`src/rtl/if_id_skid_stage.sv`:
```
// IF/ID pipeline register with valid/ready handshake, synchronous flush and an
// optional second (skid) entry enabled by defining IF_ID_SKID_EN.
module if_id_skid_stage #(
  parameter int unsigned BUS_WIDTH   = 64,
  parameter int unsigned INSTR_WIDTH = 32,
  parameter logic [31:0] NOP_INSTR   = 32'h00000013
) (
  input  logic                   clk,
  input  logic                   rst_n,
  input  logic                   flush,
  input  logic                   in_valid,
  output logic                   in_ready,
  input  logic [BUS_WIDTH-1:0]   in_pc,
  input  logic [INSTR_WIDTH-1:0] in_instr,
  output logic                   out_valid,
  input  logic                   out_ready,
  output logic [BUS_WIDTH-1:0]   out_pc,
  output logic [INSTR_WIDTH-1:0] out_instr
);

  localparam logic [INSTR_WIDTH-1:0] NOP_W = INSTR_WIDTH'(NOP_INSTR);

  typedef enum logic [1:0] {EMPTY, FULL, SKID} state_e;

  state_e                 state_q, state_d;
  logic [BUS_WIDTH-1:0]   main_pc_q, main_pc_d;
  logic [INSTR_WIDTH-1:0] main_instr_q, main_instr_d;
`ifdef IF_ID_SKID_EN
  logic [BUS_WIDTH-1:0]   skid_pc_q, skid_pc_d;
  logic [INSTR_WIDTH-1:0] skid_instr_q, skid_instr_d;
`endif
  logic                   in_xfer, out_xfer;

  assign out_valid = (state_q != EMPTY);
  assign out_pc    = main_pc_q;
  assign out_instr = main_instr_q;

`ifdef IF_ID_SKID_EN
  // Ready comes from registered state only, cutting the decode->fetch comb path.
  assign in_ready = (state_q != SKID) & ~flush;
`else
  assign in_ready = (~out_valid | out_ready) & ~flush;
`endif

  assign in_xfer  = in_valid & in_ready;
  assign out_xfer = out_valid & out_ready;

  always_comb begin
    state_d      = state_q;
    main_pc_d    = main_pc_q;
    main_instr_d = main_instr_q;
`ifdef IF_ID_SKID_EN
    skid_pc_d    = skid_pc_q;
    skid_instr_d = skid_instr_q;
`endif
    if (flush) begin
      // Redirect: drop everything, show a NOP, keep the last PC for debug.
      state_d      = EMPTY;
      main_instr_d = NOP_W;
`ifdef IF_ID_SKID_EN
      skid_pc_d    = '0;
      skid_instr_d = '0;
`endif
    end else begin
      case (state_q)
        EMPTY: begin
          if (in_xfer) begin
            main_pc_d    = in_pc;
            main_instr_d = in_instr;
            state_d      = FULL;
          end
        end
        FULL: begin
          if (in_xfer && out_xfer) begin
            main_pc_d    = in_pc;
            main_instr_d = in_instr;
          end else if (out_xfer) begin
            state_d = EMPTY;
`ifdef IF_ID_SKID_EN
          end else if (in_xfer) begin
            skid_pc_d    = in_pc;
            skid_instr_d = in_instr;
            state_d      = SKID;
`endif
          end
        end
`ifdef IF_ID_SKID_EN
        SKID: begin
          if (out_xfer) begin
            main_pc_d    = skid_pc_q;
            main_instr_d = skid_instr_q;
            state_d      = FULL;
          end
        end
`endif
        default: state_d = EMPTY;
      endcase
    end
  end

  always_ff @(posedge clk or negedge rst_n) begin
    if (!rst_n) begin
      state_q      <= EMPTY;
      main_pc_q    <= '0;
      main_instr_q <= NOP_W;
`ifdef IF_ID_SKID_EN
      skid_pc_q    <= '0;
      skid_instr_q <= '0;
`endif
    end else begin
      state_q      <= state_d;
      main_pc_q    <= main_pc_d;
      main_instr_q <= main_instr_d;
`ifdef IF_ID_SKID_EN
      skid_pc_q    <= skid_pc_d;
      skid_instr_q <= skid_instr_d;
`endif
    end
  end

endmodule

```
`config.mk`:
```
export PLATFORM = sky130hd
export DESIGN_NAME = if_id_skid_stage
export DESIGN_NICKNAME = d
export VERILOG_FILES = /design/src/rtl/if_id_skid_stage.sv
export SDC_FILE = /design/constraint.sdc
export NUM_CORES = 1
export LEC_CHECK = 0
export BUFFER_PORTS_ARGS = -buffer_cell sky130_fd_sc_hd__buf_2
export CAP_MARGIN = 30
export CORE_ASPECT_RATIO = 0.8
export CORE_MARGIN = 2
export CORE_UTILIZATION = 46
export DETAILED_ROUTE_END_ITERATION = 12
export MAX_ROUTING_LAYER = met4
export PLACE_DENSITY = 0.79
export SLEW_MARGIN = 20
export SYNTH_ARGS = -nofsm -noshare
export SYNTH_HDL_FRONTEND = slang
export SYNTH_SLANG_ARGS = --single-unit
```
`constraint.sdc`:
```
create_clock -name clk -period 2.55 [get_ports clk]
set_input_delay 0.51 -clock clk [delete_from_list [all_inputs] [get_ports clk]]
set_output_delay 0.51 -clock clk [all_outputs]
set_load 0.02 [all_outputs]
```
==> flow_summary.ini, run 1 <==
[synthesis]
synth_flop_cell = dfrtp_1
ys_warn_count = 0
synth_adder_area_share_pct = 0
synth_seq_cells = 97
netlist_area_um2 = 4310
synth.avg_cell_area_um2 = 15.3
synth_top_family_by_area = multiplexers
ys_types = 15
yosys.area.top_type = dfrtp_1
synth_compound_area_share_pct = 0
syn_inst = 281
yosys.area_share.xor_xnor_pct = 0
yosys.area_share.simple_pct = 9.95
netlist.area_leader.share_pct = 54.5
synthMuxAreaShare_pct = 29.4
seq_area_frac_synth_pct = 56.4
synth_area_leaders = dfrtp_1 (55%), mux2_4 (21%), nand2b_1 (8.4%), mux2i_1 (7.4%), buf_12 (2.8%)
synth_nets = 382
yosysMostFrequentCell = dfrtp_1
synth_edf_count = 0
ys_top_cells_by_count = dfrtp_1 (94), mux2_4 (60), nand2b_1 (58), mux2i_1 (32), nor2_1 (9)
synth-async-reset-ratio_pct = 100

[global_routing]
first_global_vias = 2831
met1_usage_pct = 24.1
use_met3_pct = 4.03
met2_usage_pct = 29.1
grt_overflow = 0
antenna_found_initial = 0
grt_pass1_wl_mm = 14.7
grt.busiest_layer = met2
grt_usage_pct = 18.6
grt_max_degree = 67

[critical_path]
crit_path_cell_trace = buf_2 > buf_4 > nor2_1 > buf_2
critPathCaptureType = output port
worstPathRequired_ns = 2.04
cp.arrival_ns = 1.29
slowest_delay_ns = 0.40
critical-path-top-delay-family = buffers and inverters
crit_top_cell = buf_2
crit_type = in2out
critPathMaxFanout = 66
crit_buf_inv = 3
cp-start-kind = input port
slowest_stage = buf_4

[clock_network]
htree_levels = 3
root_buffer = clkbuf_16
cts_tree = yes
clk_latency_ns = 0.33
cts_inserted_buffers = 9
cts_setup_buffers = 0
cts_hold_buf = 0
clkTransAtPathRegs_ns = 0.07
clock_sinks = 97
clockBufferDepth = 2
cts_resized = 0

[floorplanning]
rows = 31
coreArea_um2 = 9080
fp.dieH_um = 90.6
die_area_um2 = 10200
pin_count = 199
die_w_um = 112
initial_core_util_pct = 47.5

[place]
gpl.final_weighted_congestion = 0.798
dp_hpwl_mm = 6.51
preCtsSetupSlack_ns = 0.689
placed_area_um2 = 5350
port_buffers = 198

[timing]
rsz0062_at_grt = no
finalSetupTns_ns = 0
fmax_mhz = 557
tightest_slew_ns = 0.675
relSlewSlack_pct = 55.0
fin_crit_ns = 1.80
timing.final.ws_setup_ns = 0.753
slew_violations = 0
fin_worst_skew_ns = 0.00534
hold_viol_final = 0
whs_ns = 0.201
setup_viol = 0
fin_crit_sh_pct = 70.5

[pwr]
ir_drop_mv = 0.349
leakage_nw = 2.95
clkPwrFrac_pct = 31.6
powerDensity_nw_per_um2 = 748
seq_power_share_pct = 44.2
switching_share_pct = 28.4
comb_power_share_pct = 24.2
p_int_mw = 3.02
switchingPower_mw = 1.20
power.total_mw = 4.22

[routing]
drt_pass1_iterations = 4
wl_per_cell_um = 15.3
vias = 2815
ant_nets = 0
route.detailed.drc = 0
wl_mm = 9.09
first_iter_violations = 111
viasPerCell = 4.73

[hold_path]
worstHoldPathType = in2async

[layout]
design_area_um2 = 5640
antennaDiodeCount = 0
drive_gt1_share_pct = 59.8
fin_nets = 577
area_delta_synth_final_pct = 30.8

[run]
maxCapViolCount = 0

[outcome]
status = completed
[power by group through the flow]
| stage | logic [mW] | clock network, mW | registers, mW |
|---|---|---|---|
| after floorplan | 0.402 | 0 | 2.14 |
| after global placement | 1.01 | 0 | 1.88 |
| after detailed placement | 1.03 | 0 | 1.89 |
| after CTS | 1.03 | 1.37 | 1.87 |
| after global routing | 1.08 | 1.44 | 1.89 |
| final | 1.02 | 1.33 | 1.87 |
[state kept, by name, summed over array words and instances, names as in the netlist]
signal and count:
out_pc 64, state_q 1, out_instr 32
[cells by family (layout without fill, tap and decap cells)]
family                 count (synthesis)  in the layout
multiplexers                          96             96
buffers and inverters                 18            217
flip-flops                            97             97
AND/OR/NAND/NOR                       70             70
[final timing paths]
check | startpoint | endpoint | cells past startpoint | slack (ns)
worst max register to register | state_q[0] | out_pc[33] | 4 | 0.80
worst min register to register | out_pc[47] | out_pc[47] | 1 | 0.51
worst max-delay path | flush | in_ready | 4 | 0.75
worst min-delay path | rst_n | out_instr[24] | 1 | 0.20
min in group clk | in_pc[45] | out_pc[45] | 2 | 0.41
max in group asynchronous | rst_n | out_pc[17] | 2 | 1.65
[cell type report]
class | instances | area [um^2]
timing repair buffer | 202 | 1060
fill | 709 | 3440
clock buffer | 10 | 239
multi-input combinational | 166 | 1710
tap | 115 | 144
sequential | 97 | 2430
clock inverter | 5 | 56.3
[layout by cell type (no fill, tap or decap)]
cell	count
buf_12	3
buf_2	197
buf_4	2
bufinv_16	1
clkbuf_16	9
clkbuf_8	1
clkinv_2	2
clkinv_4	1
clkinvlp_4	1
dfrtp_1	94
dfstp_2	3
mux2_2	4
mux2_4	60
mux2i_1	32
nand2b_1	58
nor2_1	9
nor2b_4	2
nor3b_4	1
[per-layer routing]
layer / share of wire (%) / wire, um
met1: 44 / 3980
met2: 49 / 4450
met3: 5.8 / 525
met4: 1.4 / 129
met5: 0 / 0
[metrics by stage]
step,util (%),std cells
finish,62.1,595
global route,62.1,595
CTS,62.1,595
detailed placement,58.9,580
global placement,58.9,580
floorplan,-,281
Power figures use the tool's default switching activity.
==> run 2, diff against run 1 <==
clock period = 1.8 ns   (was 2.55 ns; I/O delays follow)
==> run 2 against run 1 <==
  * Worst setup slack got worse by 0.62 ns
  * Die area is the same
  * Via count barely moved
  * Wire length down 1.3%
  * Critical path type is now reg2reg
  * Count of clock-buffer cells in the layout stayed put
  * Flip-flop and latch count unchanged
==> flow_summary.ini, run 2 (synthesis gave the netlist of run 1 again) <==
[outcome]
status = completed

[layout]
largest_reg_flops = 64
layout_common_cells = buf_2 (197), dfrtp_1 (94), mux2_4 (60), nand2b_1 (58), mux2i_1 (32)
ff_latch_area_um2 = 2430
multiInputGateArea_um2 = 1710
drive_gt1_share_pct = 60.1
nFillCells = 740
design_area_um2 = 5670
fin_nets = 582
final_common_cell = buf_2
final_util_pct = 62.4
antennaDiodeCount = 0
area_delta_synth_final_pct = 31.4
final_cells = 601

[clock_network]
cts_tree = yes
cts_setup_buffers = 0
clockBufferDepth = 2
clkTransAtPathRegs_ns = 0.07
clk_latency_ns = 0.33
cts_hold_buf = 0
root_buffer = clkbuf_16
clock_sinks = 97
cts_resized = 0
cts_inserted_buffers = 9
htree_levels = 3

[critical_path]
crit_top_cell = buf_12
crit_end = out_pc[10]
path_depth = 5
crit_buf_inv = 2
worstSetupStartpoint = state_q[0]
cp-start-kind = flip-flop
rr_endpoint = out_pc[10]
reg2reg_setup_slack_ns = 0.13
crit_type = reg2reg
critical-path-top-delay-family = buffers and inverters
rr_worst_depth = 5
worstPathRequired_ns = 2.01
slowest_delay_ns = 0.40
cp.arrival_ns = 1.88
critPathMaxFanout = 23
crit_path_cell_trace = nor2b_4 > nor3b_4 > buf_12 > buf_12 > mux2_4
slowest_stage = dfrtp_1
critPathCaptureType = flip-flop
reg2reg_from = state_q[0]

[floorplanning]
fp.dieH_um = 90.6
die_w_um = 112
initial_core_util_pct = 47.5
rows = 31
die_area_um2 = 10200
coreArea_um2 = 9080
pin_count = 199

[timing]
setup_viol = 0
rsz0062_at_grt = no
relSlewSlack_pct = 65.7
hold_viol_final = 0
tightest_slew_ns = 0.515
fmax_mhz = 599
finalSetupTns_ns = 0
fin_crit_ns = 1.67
slew_violations = 0
fin_worst_skew_ns = 0.00427
fin_crit_sh_pct = 92.7

[routing]
route.detailed.drc = 0
ant_nets = 0
viasPerCell = 4.69
vias = 2816
wl_mm = 8.97
drt_pass1_iterations = 4
first_iter_violations = 109
wl_per_cell_um = 14.9

[place]
port_buffers = 198
placed_area_um2 = 5400
gpl.final_weighted_congestion = 0.748
dp_hpwl_mm = 6.37
dp_cells = 585

[global_routing]
antenna_found_initial = 0
grt_pass1_wl_mm = 14.5
first_global_vias = 2921
grt_overflow = 0
grt_usage_pct = 18.5
grt_max_degree = 98

[pwr]
leakage_nw = 2.95
ir_drop_mv = 0.528
powerDensity_nw_per_um2 = 1030

[hold_path]
worstHoldPathType = in2async

[run]
maxCapViolCount = 0
## run 2: cell count changes in the layout (fill, tap and decap cells not counted), sizes merged
cell,change
bufinv,-1
clkinvlp,+3
buf,+5
inv,+1
clkinv,-2
## run 2: power breakdown
part,internal (mW),switching [mW]
registers,2.48,0.164
logic,0.704,0.751
clock network,0.940,0.815
## run 2: how the worst min path moves through the flow
stage | startpoint | endpoint | slack, ns
after global placement | rst_n | out_instr[24] | 0.45
after floorplan | rst_n | out_instr[10] | 0.06
final | rst_n | out_instr[28] | 0.05
after CTS | rst_n | out_instr[24] | 0.1
after detailed placement | rst_n | out_instr[24] | 0.46
after global routing | rst_n | out_instr[28] | 0.11
## run 2: layout make-up
class	instances	area share [%]
clock inverter	6	0.773
clock buffer	10	4.04
tap	115	2.54
timing repair buffer	207	19.6
sequential	97	42.9
multi-input combinational	166	30.2
## run 2: per-stage QoR
step	hold slack (ns)	worst slack, ns	total power [mW]
2_1_floorplan	0.0644	0.267	3.60
3_3_place_gp	0.446	0.190	4.11
3_5_place_dp	0.459	0.133	4.15
4_1_cts	0.0957	0.123	5.93
5_1_grt	0.106	0.0819	6.12
6_report	0.0521	0.132	5.85
## run 2: per-layer routing
layer  track usage, %  part of all wire, %
met1             23.1                   43
met2             30.2                   49
met3             3.96                  6.1
met4             6.00                  1.8
met5                -                    0
## run 2: worst reg2reg max path, delay by kind of cell (launching register included)
| family | cells | cell delay [ns] |
|---|---|---|
| multiplexers | 1 | 0.34 |
| buffers and inverters | 2 | 0.45 |
| AND/OR/NAND/NOR | 2 | 0.37 |
| flip-flops | 1 | 0.40 |
